<file path="config.mk">
export PLATFORM = sky130hd
export DESIGN_NAME = spi_slave
export DESIGN_NICKNAME = d
export VERILOG_FILES = /design/src/rtl/spi_slave.sv
export SDC_FILE = /design/constraint.sdc
export NUM_CORES = 1
export LEC_CHECK = 0
export CAP_MARGIN = 20
export CORE_ASPECT_RATIO = 0.8
export CORE_MARGIN = 5
export CORE_UTILIZATION = 42
export CTS_CLUSTER_SIZE = 24
export DETAILED_ROUTE_END_ITERATION = 8
export PLACE_DENSITY = 0.67
export REMOVE_ABC_BUFFERS = 1
export SLEW_MARGIN = 0
export SYNTH_ARGS = -nofsm -noshare
export SYNTH_HDL_FRONTEND = slang
export SYNTH_SLANG_ARGS = --single-unit
</file>
<file path="constraint.sdc">
create_clock -name clk -period 5 [get_ports clk]
set_clock_uncertainty 0.1 [all_clocks]
set_input_delay 0.5 -clock clk [delete_from_list [all_inputs] [get_ports clk]]
set_output_delay 0.5 -clock clk [all_outputs]
set_load 0.02 [all_outputs]
</file>
<file path="src/rtl/spi_slave.sv">
// -----------------------------------------------------------------------------
// spi_slave
//
// Mode-0 (CPOL=0, CPHA=0), MSB-first, 8-bit SPI responder. It shares `clk`
// with the SPI master, so the SPI pins are only registered once. They are not
// synchronised against metastability.
//
// Each frame does three things:
//   - shifts `mosi` into a receive register;
//   - returns the byte preloaded from `tx_data` on `miso`;
//   - ends with a one-cycle `rx_valid` pulse.
// A deselect before the 8th bit, or any `sck` rise after the 8th bit, gives a
// one-cycle `frame_err` pulse.
//
// Ports
//   clk        in   1  system clock, shared with the master (rising edge)
//   rst_n      in   1  asynchronous active-low reset
//   sck        in   1  SPI clock from the master, idles low
//   mosi       in   1  serial data from the master
//   cs         in   1  chip select, active low
//   miso       out  1  serial data to the master (0 while in HOLD)
//   tx_data    in   8  byte returned during the next frame
//   rx_data    out  8  last complete byte received
//   rx_valid   out  1  one-cycle pulse when rx_data updates
//   busy       out  1  high while a frame is being shifted
//   frame_err  out  1  one-cycle pulse on an aborted frame or an extra sck rise
// -----------------------------------------------------------------------------
module spi_slave (
  input  logic       clk,
  input  logic       rst_n,
  input  logic       sck,
  input  logic       mosi,
  input  logic       cs,
  output logic       miso,
  input  logic [7:0] tx_data,
  output logic [7:0] rx_data,
  output logic       rx_valid,
  output logic       busy,
  output logic       frame_err
);

  typedef enum logic [1:0] {
    IDLE  = 2'd0,
    SHIFT = 2'd1,
    HOLD  = 2'd2
  } state_t;

  state_t      state;
  logic        cs_q;
  logic        mosi_q;
  logic        sck_q;
  logic        sck_qq;
  logic        sck_rise;
  logic [2:0]  bit_cnt;
  logic [7:0]  tx_sh;
  logic [7:0]  rx_sh;

  // ---- input stage: one register per pin, plus sck history for edge detect
  always_ff @(posedge clk or negedge rst_n) begin
    if (!rst_n) begin
      cs_q   <= 1'b0;
      mosi_q <= 1'b0;
      sck_q  <= 1'b0;
      sck_qq <= 1'b0;
    end else begin
      cs_q   <= cs;
      mosi_q <= mosi;
      sck_q  <= sck;
      sck_qq <= sck_q;
    end
  end

  assign sck_rise = sck_q & ~sck_qq;

  // miso is taken straight from the shift register. The shift happens two
  // clocks after the master's sck rise, so the next bit is already stable
  // when the master samples again three or more clocks later.
  assign miso = ((state == IDLE) || (state == SHIFT)) ? tx_sh[7] : 1'b0;

  // ---- frame control and shift registers
  always_ff @(posedge clk or negedge rst_n) begin
    if (!rst_n) begin
      // Starting in HOLD means a frame already running at reset release is
      // ignored until the master deselects.
      state     <= HOLD;
      bit_cnt   <= 3'd0;
      tx_sh     <= 8'h00;
      rx_sh     <= 8'h00;
      rx_data   <= 8'h00;
      rx_valid  <= 1'b0;
      frame_err <= 1'b0;
      busy      <= 1'b0;
    end else begin
      rx_valid  <= 1'b0;
      frame_err <= 1'b0;

      case (state)
        IDLE: begin
          // Keep tracking tx_data until the frame starts, so bit 7 is
          // already on miso before the first sck rise.
          tx_sh   <= tx_data;
          bit_cnt <= 3'd0;
          if (!cs_q) begin
            state <= SHIFT;
            busy  <= 1'b1;
            rx_sh <= 8'h00;
          end
        end

        SHIFT: begin
          if (cs_q) begin
            // A deselect mid-frame wins over a coincident sck rise. The
            // partial byte is dropped.
            frame_err <= 1'b1;
            state     <= IDLE;
            busy      <= 1'b0;
            bit_cnt   <= 3'd0;
            rx_sh     <= 8'h00;
          end else if (sck_rise) begin
            rx_sh   <= {rx_sh[6:0], mosi_q};
            tx_sh   <= {tx_sh[6:0], 1'b0};
            // Wraps 7 -> 0 on the completing bit.
            bit_cnt <= bit_cnt + 3'd1;
            if (bit_cnt == 3'd7) begin
              rx_data  <= {rx_sh[6:0], mosi_q};
              rx_valid <= 1'b1;
              state    <= HOLD;
              busy     <= 1'b0;
            end
          end
        end

        HOLD: begin
          // The byte is complete. Any further sck rise is a protocol error,
          // and no data register changes here.
          if (sck_rise) begin
            frame_err <= 1'b1;
          end
          if (cs_q) begin
            state <= IDLE;
          end
        end

        default: begin
          state   <= HOLD;
          busy    <= 1'b0;
          bit_cnt <= 3'd0;
        end
      endcase
    end
  end

endmodule

</file>
---- Word-level counts from Yosys, hierarchy flattened ----
Cells that the tools add are included.
operators by class
  bitwise operators ....................... 4
  equal/unequal tests ..................... 9
  mux-type cells .......................... 29
  add/subtract/negate cells ............... 1
  reductions and logical operators ........ 9
operators by type and width
  cell                                                                   count
  7-bit two-way mux                                                      3
  8-bit two-way mux                                                      2
  8-bit one-hot mux with 2 select lines                                  1
  7-bit one-hot mux with 2 select lines                                  1
  4-bit AND reduction                                                    3
  1-bit two-way mux                                                      11
  2-bit two-way mux                                                      5
  2-bit != test, second input constant                                   4
  3-bit two-way mux                                                      2
  2-bit one-hot mux with 3 select lines                                  1
  3-bit one-hot mux with 2 select lines                                  1
  3-bit AND reduction                                                    2
  3-bit by 1-bit adder with 3-bit output, second input constant          1
  3-bit equality test, second input constant                             1
  3-bit by 2-bit != test with 1-bit output, second input constant        1
  3-bit != test, second input constant                                   1
  1-bit inverter                                                         3
  1-bit one-hot mux with 3 select lines                                  1
  2-bit by 1-bit equality test with 1-bit output, second input constant  1
  2-bit equality test, second input constant                             1
  2-bit zero test                                                        1
  1-bit one-hot mux with 2 select lines                                  1
  2-bit AND reduction                                                    1
  2-bit nonzero test                                                     1
  2 further kinds                                                        2
word-level totals
  output and inout bits ................... 12
  bits of input ports ..................... 13
  register bits after elaboration ......... 35
  word-level logic and storage cells ...... 64

---- Longest topological paths before layout ----
Gate-level depths: netlist of the first run.
  depth after elaboration ................. 5
  mapped depth ............................ 7
  mapped depth without buffers ............ 6

---- Least setup slack after synthesis of the first run ----
Ideal clock, no wire load.
  kind .................................... register -> register
  start point ............................. register state[1]
  end point ............................... register busy
  library setup time ...................... 125 ps
  required time ........................... 4775 ps
  path slack .............................. 3150 ps
  stages on the path, launching flop included .. 8
  data arrival time ....................... 1625 ps
  cells stage by stage .................... dfstp_2 inv_1 ha_1 buf_6 and2b_4 a21oi_4 nand2_2 mux2_4
between the ends
  longest elaborated chain between the ends .. 3
  elaborated cells between the ends (all ways) .. 9
RTL lines
  what                                                                               line  text
  start: declaration                                                                 48    state_t state;
  start signal: assignment                                                           85    state <= HOLD;
  start signal: assignment                                                           104   state <= SHIFT;
  start signal: assignment                                                           115   state <= IDLE;
  2-bit by 1-bit equality test with 1-bit output (tied with other cells)             97    case (state)
  3-bit by 2-bit != test with 1-bit output (no source line) (tied with other cells)  n/a
  4-bit AND reduction (no source line)                                               n/a
  end signal: assignment                                                             92    busy <= 1'b0;
  end signal: assignment                                                             105   busy <= 1'b1;
  end signal: assignment                                                             116   busy <= 1'b0;
  end: declaration                                                                   38    output logic busy,
Several ways; a longest one is shown, not always the timed one.
A chain may end at the register's enable or synchronous reset.

---- Worst setup path in the final report of the first run ----
  start point ............................. register state[1]
  end point ............................... output miso
between the ends
  longest elaborated chain between the ends .. 3
  elaborated cells between the ends (all ways) .. 4
RTL lines
  what                                                                               line  text
  2-bit by 1-bit equality test with 1-bit output or 2-bit zero test (tied branches)  78    assign miso = ((state == IDLE) || (state == SHIFT)) ? tx_sh[7] : 1'b0;
  1-bit logical OR *                                                                 78
  1-bit two-way mux *                                                                78
  end: declaration                                                                   34    output logic miso,
Every way passes the cells marked *; elsewhere a longest branch is shown, timed or not.

==> results of run 1 <==
## through the flow
| step | power (mW) | hold WS (ps) | worst slack (ps) | utilization (%) | std cells |
|---|---|---|---|---|---|
| final | 0.9099 | 288.4 | 2311 | 51.85 | 206 |
| after global routing | 0.9879 | 321.3 | 2179 | 51.85 | 206 |
| after CTS | 0.9232 | 294.0 | 2284 | 51.85 | 206 |
| after detailed placement | 0.7386 | 289.5 | 2610 | 49.90 | 200 |
| after global placement | 0.7256 | 279.2 | 2639 | 49.90 | 200 |
| after floorplan | 0.6414 | 104.4 | 3058 | - | 131 |
## worst min-delay path by stage
stage	end	slack, ps	from
after global routing	sck_qq$_DFF_PN0_	320	sck_q$_DFF_PN0_
after CTS	sck_qq$_DFF_PN0_	290	sck_q$_DFF_PN0_
final	sck_qq$_DFF_PN0_	290	sck_q$_DFF_PN0_
after global placement	sck_qq$_DFF_PN0_	280	sck_q$_DFF_PN0_
after detailed placement	sck_qq$_DFF_PN0_	290	sck_q$_DFF_PN0_
after floorplan	bit_cnt[0]$_DFFE_PN0P_	100	rst_n
## sequential cells by signal, summed over array words and instances (netlist names), 2 cells and up
| register | cells |
|---|---|
| rx_sh | 7 |
| bit_cnt | 3 |
| rx_data | 8 |
| tx_sh | 8 |
| state | 2 |
## cell usage after synthesis
cell type	n	area (sq um)
a21oi_4	1	16.27
a22oi_1	1	7.510
a2bb2oi_4	1	26.28
a32o_1	1	10.01
and2b_2	1	8.760
and2b_4	1	10.01
buf_2	1	5.000
buf_4	2	15.01
buf_6	1	11.26
dfrtp_1	34	850.8
dfstp_2	1	26.28
ha_1	7	87.58
inv_1	4	15.01
mux2_1	8	90.09
mux2_4	1	15.01
mux2i_1	8	80.08
nand2_1	30	112.6
nand2_2	1	6.260
nand2b_1	3	18.77
nand2b_2	1	8.760
nand3_1	2	10.01
nor2_1	1	3.750
nor2_4	1	11.26
nor2b_1	2	12.51
o21a_1	2	15.01
o21ai_0	1	5.000
o21ai_1	16	80.08
o221ai_2	2	30.03
## worst max-delay path: cells and delay by family, from the launching register on
kind | cells | cell delay [ps]
AOI/OAI and AO/OA | 1 | 220
adders and majority gates | 1 | 500
DFF | 1 | 380
buffers and inverters | 2 | 710
## metal layers
metal / up-vias / GRT usage (%)
met5: - / 0
met1: 468 / 16.03
met2: 27 / 20.13
li1: 510 / -
met3: 8 / 4.444
met4: 0 / 7.642
## power by group through the flow
stage | sequential (mW) | combinational [mW] | clock [mW]
4_1_cts | 0.378 | 0.356 | 0.189
5_1_grt | 0.385 | 0.404 | 0.199
3_5_place_dp | 0.384 | 0.355 | 0
3_3_place_gp | 0.379 | 0.346 | 0
6_report | 0.378 | 0.350 | 0.182
2_1_floorplan | 0.382 | 0.260 | 0
## kinds of logic after synthesis
| kind of cell | synth area share (%) |
|---|---|
| AOI/OAI and AO/OA | 11.97 |
| adders and majority gates | 5.512 |
| buffers and inverters | 2.912 |
| DFF | 55.20 |
| muxes | 11.65 |
| and+or+nand+nor | 12.76 |
## cell type report
class / instances / area (sq um)
clock buffers: 6 / 72.57
fillers: 325 / 1795
inverters: 4 / 15.01
multi-input cells: 92 / 665.6
flip-flops and latches: 35 / 877.1
well taps: 44 / 55.05
repair buffers: 25 / 247.7
==> flow_summary.yaml, run 1 <==
floorplanning:
  fp-row-count: 20
  dieHeight_um: 65.02
  core_area_sq_um: 3729
  ioPinCount: 25
  die_w_um: 78.77
  die_area_sq_um: 5121
  start_util_pct: 42.62
logic_synthesis:
  post_synth.cell_area_avg_sq_um: 11.77
  ys.warnings.count: 0
  ys_ff_latch: 35
  synth_area_sq_um: 1589
  yosysSeqAreaShare_pct: 55.20
  ys_types: 28
  synthCells: 135
hold_path:
  min_path_cells: 0
  hold_class: "flip-flop to flip-flop"
global_route:
  grt_remaining_overflow: 0
  grt_max_degree: 36
  grt_pass1_wl_mm: 5.064
  grt_antenna_before_repair: 0
  grt_pass1_vias: 1121
  grt_use_total_pct: 13.11
detailed_routing:
  firstDrtPassIters: 4
  routed_wl_mm: 2.693
  routed.top_layer: "met4"
  drt-met1-wl_mm: 1.300
  dr_total_vias: 1013
  drtAntennaViolNets: 0
  route.met3.wl_um: 154
  dr_wl_met2_mm: 1.168
  routedWlPerCell_um: 13.07
  vias_per_cell: 4.917
  drc_errors: 0
  drtIter0Drc: 26
power:
  pwr_density_cell_nw_per_um2: 470.7
  p_leak_nw: 0.8730
  p_int_uw: 587.4
  p_comb_share_pct: 38.5
  p_switching_uw: 322.5
  pwr-share-seq_pct: 41.5
  ir_drop_mv: 0.2431
  switching_share_pct: 35.45
  p_clk_share_pct: 20.0
placement:
  place_congestion: 0.8018
  hpwl_mm: 1.993
  io_buffer_count: 24
  place_area_sq_um: 1861
cells_and_area:
  mostFrequentLayoutCells: "dfrtp_1 (34), nand2_1 (30), clkdlybuf4s50_1 (24)"
  area_delta_synth_final_pct: 21.65
  drive_gt1_share_pct: 10.49
  final_area_sq_um: 1933
  fin_nets: 183
  diodes: 0
  layout_commonest_cell: "dfrtp_1"
sta:
  timing.final.crit_share_pct: 53.78
  slew_headroom_pct: 62.23
  fmax_ghz: 0.3719
  rsz0062_at_grt: "false"
  layout_min_cycle_time_ps: 2689
  tightest_slew_ps: 566.6
  fin_tns_setup_ps: 0
  drv_slew: 0
  finalHoldViolations: 0
  setup_viol: 0
critical_path:
  critPathKind: "flip-flop to primary output"
  endpoint: "miso"
  worstSetupStartpoint: "state[1]$_DFFE_PN1P_"
  required_ps: 4400
  reg2reg_depth: 5
  path_max_fanout: 11
  arrival_ps: 2090
  cp-start-kind: "flip-flop"
  reg2reg_from: "state[1]$_DFFE_PN1P_"
  rrSetupSlack_ps: 2890
  worstSetupEndpointType: "primary output"
  slowest_stage: "clkdlybuf4s50_1"
  r2r-end: "rx_sh[6]$_DFFE_PN0P_"
  cp_cell_sequence: "inv_1, ha_1, o21a_1, clkdlybuf4s50_1"
  slowest_delay_ps: 600
clocking:
  clk_pin_slew_ps: 60
  root_buffer: "clkbuf_8"
  post_cts_buffers: 0
  cts_hold_buf: 0
  cts_tree: "done"
  ctsHtreeMaxLevel: 2
  cts_made_buffers: 5
  cts.sinks: 35
  clk_path_buf_depth: 2
  insertion_delay_ps: 280
  cts_resized: 0
outcome:
  status: "finished clean"
job:
  maxCapViolations: 0
Note: power is estimated with default switching activity, not from simulation.
==> run 2, diff against run 1 <==
- PLACE_DENSITY: 0.67 -> 0.69
- clock period: 5 -> 2.4 ns (I/O delays scaled with it)
==> flow_summary.yaml, run 2 (synthesized netlist as in run 1, its figures left out) <==
outcome:
  status: "finished clean"
placement:
  io_buffer_count: 24
  hpwl_mm: 2.076
  place_inst: 201
  place_congestion: 0.8219
detailed_routing:
  routed_wl_mm: 2.779
  drtAntennaViolNets: 0
  drc_errors: 0
  drtIter0Drc: 34
  vias_per_cell: 4.914
  dr_total_vias: 1027
  routedWlPerCell_um: 13.30
  firstDrtPassIters: 4
critical_path:
  slowest_stage: "dfstp_2"
  worstSetupEndpointType: "primary output"
  crit_family: "buffers and inverters"
  path_max_fanout: 6
  required_ps: 2060
  cp-start-kind: "flip-flop"
  critPathBufInv: 2
  slowest_delay_ps: 550
  critPathKind: "flip-flop to primary output"
  arrival_ps: 1990
  cp_cell_sequence: "inv_1, ha_1, o21a_1, clkdlybuf4s50_1"
clocking:
  post_cts_buffers: 0
  cts_hold_buf: 0
  cts.sinks: 35
  cts_made_buffers: 5
  insertion_delay_ps: 280
  clk_pin_slew_ps: 70
  clk_path_buf_depth: 2
  cts_resized: 0
  ctsHtreeMaxLevel: 2
  root_buffer: "clkbuf_8"
  cts_tree: "done"
sta:
  fin_tns_setup_ps: 0
  holdWs_ps: 267.0
  timing.final.crit_share_pct: 97.24
  finalHoldViolations: 0
  tightest_slew_ps: 584.8
  slew_headroom_pct: 61.02
  setup_viol: 0
  fmax_ghz: 0.4285
  drv_slew: 0
  layout_min_cycle_time_ps: 2334
  rsz0062_at_grt: "false"
global_route:
  busiest_layer: "met2"
  grt_remaining_overflow: 0
  grt_use_met3_pct: 4.306
  grt_use_total_pct: 13.17
  grt_pass1_wl_mm: 5.119
  grt_antenna_before_repair: 0
  gr-usage-met2_pct: 21.19
  grt_pass1_vias: 1138
  grt_max_degree: 36
  grtUsageMet1_pct: 15.51
floorplanning:
  dieHeight_um: 65.02
  core_area_sq_um: 3729
  ioPinCount: 25
  fp-row-count: 20
  die_area_sq_um: 5121
  die_w_um: 78.77
  start_util_pct: 42.62
power:
  pwr_density_cell_nw_per_um2: 1001
  ir_drop_mv: 0.5046
  p_leak_nw: 0.8891
  power_mw: 1.961
cells_and_area:
  diodes: 0
  area_delta_synth_final_pct: 23.31
  layout.cells.non_filler: 209
  mostFrequentLayoutCells: "dfrtp_1 (34), nand2_1 (30), clkdlybuf4s50_1 (24)"
  top_regs: "rx_data x8, tx_sh x8, rx_sh x7"
  utilization_pct: 52.55
  fin_nets: 184
  layout_commonest_cell: "dfrtp_1"
  drive_gt1_share_pct: 12.12
job:
  maxCapViolations: 0
hold_path:
  hold_class: "primary input to async pin"
## run 2: layout make-up
class,instances,area [sq um]
Clock inverter,1,5.005
Inverter,4,15.01
Clock buffer,7,86.33
Tap cell,44,55.05
Fill cell,318,1769
Multi-Input combinational cell,92,665.6
Timing Repair Buffer,26,255.2
Sequential cell,35,877.1
## run 2: metal layers
metal | share of wire [%] | wire length (um)
met3 | 5.8 | 161
met1 | 46 | 1281
met4 | 2.5 | 70
met2 | 46 | 1266
met5 | 0 | 0
## run 2: power by group
part | total, mW | internal [mW] | switching [mW]
sequential | 0.786 | 0.713 | 0.0729
clock | 0.431 | 0.231 | 0.199
combinational | 0.744 | 0.324 | 0.420
## run 2: worst paths after layout
path                                           start                      to  slack [ps]  depth (start not counted)
worst max-delay path            state[1]$_DFFE_PN1P_                    miso          70                          4
worst max register to register  state[1]$_DFFE_PN1P_        busy$_DFFE_PN0P_         490                          6
max in group asynchronous                      rst_n    state[1]$_DFFE_PN1P_        1590                          2
min in group clk                                mosi        mosi_q$_DFF_PN0_         290                          1
worst min register to register       sck_q$_DFF_PN0_        sck_qq$_DFF_PN0_         300                          0
worst min-delay path                           rst_n  rx_data[4]$_DFFE_PN0P_         270                          2
## run 2: metrics by stage
| step | setup WS [ps] | cell area (sq um) |
|---|---|---|
| global route | 9.532 | 1959 |
| CTS | 65.04 | 1959 |
| detailed placement | 383.8 | 1868 |
| global placement | 435.9 | 1868 |
| finish | 66.19 | 1959 |
| floorplan | 457.9 | 1558 |
==> run 3, diff against run 2 <==
- MAX_ROUTING_LAYER: unset -> met4
- SKIP_CTS_REPAIR_TIMING: unset -> 1
- clock period: 2.4 -> 1.91 ns (I/O delays scaled with it)
==> flow_summary.yaml, run 3 (synthesized netlist as in run 1, its figures left out) <==
cells_and_area:
  multi_input_area_sq_um: 693.2
  area_delta_synth_final_pct: 28.82
  fin_nets: 191
  mostFrequentLayoutCells: "dfrtp_1 (34), nand2_1 (30), clkdlybuf4s50_1 (23)"
  diodes: 0
  final_area_sq_um: 2047
  layout_commonest_cell: "dfrtp_1"
  fillCellCount: 305
  seq_area_sq_um: 877.1
  drive_gt1_share_pct: 17.54
  top_regs: "rx_data x8, tx_sh x8, rx_sh x7"
detailed_routing:
  firstDrtPassIters: 4
  routed_wl_mm: 3.047
  drtAntennaViolNets: 0
  dr_total_vias: 1081
  routedWlPerCell_um: 14.17
  vias_per_cell: 5.028
  drc_errors: 0
  drtIter0Drc: 42
clocking:
  cts.sinks: 35
  insertion_delay_ps: 280
  clk_pin_slew_ps: 70
  root_buffer: "clkbuf_8"
  clk_path_buf_depth: 2
  cts_made_buffers: 5
  ctsHtreeMaxLevel: 2
  cts_tree: "done"
critical_path:
  worstSetupStartpoint: "state[1]$_DFFE_PN1P_"
  path_max_fanout: 4
  worstSetupEndpointType: "primary output"
  critPathKind: "flip-flop to primary output"
  slowest_stage: "dfstp_2"
  critPathBufInv: 2
  crit_family: "flip-flops"
  cp_cell_sequence: "inv_1, ha_2, o21a_1, dlymetal6s2s_1"
  cp-start-kind: "flip-flop"
  required_ps: 1620
  reg2reg_from: "state[1]$_DFFE_PN1P_"
  arrival_ps: 1550
  slowest_delay_ps: 550
sta:
  timing.final.crit_share_pct: 96.32
  finalHoldViolations: 0
  fin_tns_setup_ps: 0
  worst_slack_ps: 70.35
  setup_viol: 0
  drv_slew: 0
  layout_min_cycle_time_ps: 1840
  slew_headroom_pct: 70.45
  fmax_ghz: 0.5436
  tightest_slew_ps: 443.2
  rsz0062_at_grt: "false"
floorplanning:
  die_area_sq_um: 5121
  dieHeight_um: 65.02
  die_w_um: 78.77
  fp-row-count: 20
  start_util_pct: 42.62
  ioPinCount: 25
  core_area_sq_um: 3729
power:
  pwr_density_cell_nw_per_um2: 1303
  ir_drop_mv: 0.7243
  p_leak_nw: 0.9492
  power_mw: 2.667
global_route:
  grt_max_degree: 36
  grt_pass1_wl_mm: 5.499
  grt_use_total_pct: 14.44
  grt_pass1_vias: 1167
  grt_remaining_overflow: 0
  grt_antenna_before_repair: 0
placement:
  io_buffer_count: 24
  place_congestion: 0.8626
  place_area_sq_um: 1898
  dpl_worst_slack_ps: 32.12
  hpwl_mm: 2.192
outcome:
  status: "finished clean"
hold_path:
  hold_class: "primary input to async pin"
job:
  maxCapViolations: 0
[run 3: changes by cell type in the layout (fill, tap and decap cells not counted), moves of 2 or more]
cell      delta
buf_4        +4
ha_1         -3
ha_2         +3
nand2b_4     +2
[run 3: power breakdown]
group | total, mW | internal (mW) | switching [mW] | leakage [nW]
clock network | 0.520 | 0.282 | 0.238 | 0.0470
registers | 0.994 | 0.897 | 0.0968 | 0.459
logic | 1.15 | 0.559 | 0.594 | 0.444
[run 3: final cells by class]
cell class,count,area share (%)
clock inverters,1,0.2445
clock buffers,6,4.034
multi-input cells,93,33.86
inverters,4,0.7335
repair buffers,32,15.59
well taps,44,2.689
flip-flops and latches,35,42.85
[run 3: path summary, 6_finish.rpt]
path,to,slack [ps],cells after the start
worst max register to register,busy$_DFFE_PN0P_,100,6
min in group clk,mosi_q$_DFF_PN0_,250,1
worst min-delay path,rx_data[7]$_DFFE_PN0P_,230,2
worst max-delay path,miso,70,4
worst min register to register,sck_qq$_DFF_PN0_,300,0
max in group asynchronous,state[1]$_DFFE_PN1P_,1140,2
[run 3: metal layers]
metal | part of all wire (%) | vias to the layer above | GRT usage, % | wire, um
li1 | - | 528 | - | -
met1 | 43 | 525 | 16.59 | 1313
met2 | 51 | 24 | 23.62 | 1564
met3 | 4.9 | 4 | 4.722 | 149
met4 | 0.66 | 0 | 5.459 | 20
met5 | 0 | - | - | 0
[run 3: through the flow]
step	utilization (%)	hold slack (ps)	instances
after global placement	50.91	281.6	205
final	54.90	225.7	215
after floorplan	-	-204.6	131
after CTS	53.25	235.1	212
after detailed placement	50.91	301.6	205
after global routing	54.90	249.7	215
[run 3: worst reg2reg max path, stage by stage (launching register included)]
cell	delay, ps
dfstp_2	550
inv_1	90
ha_2	220
and2b_4	210
a21oi_4	160
nand2_2	70
mux2_4	290
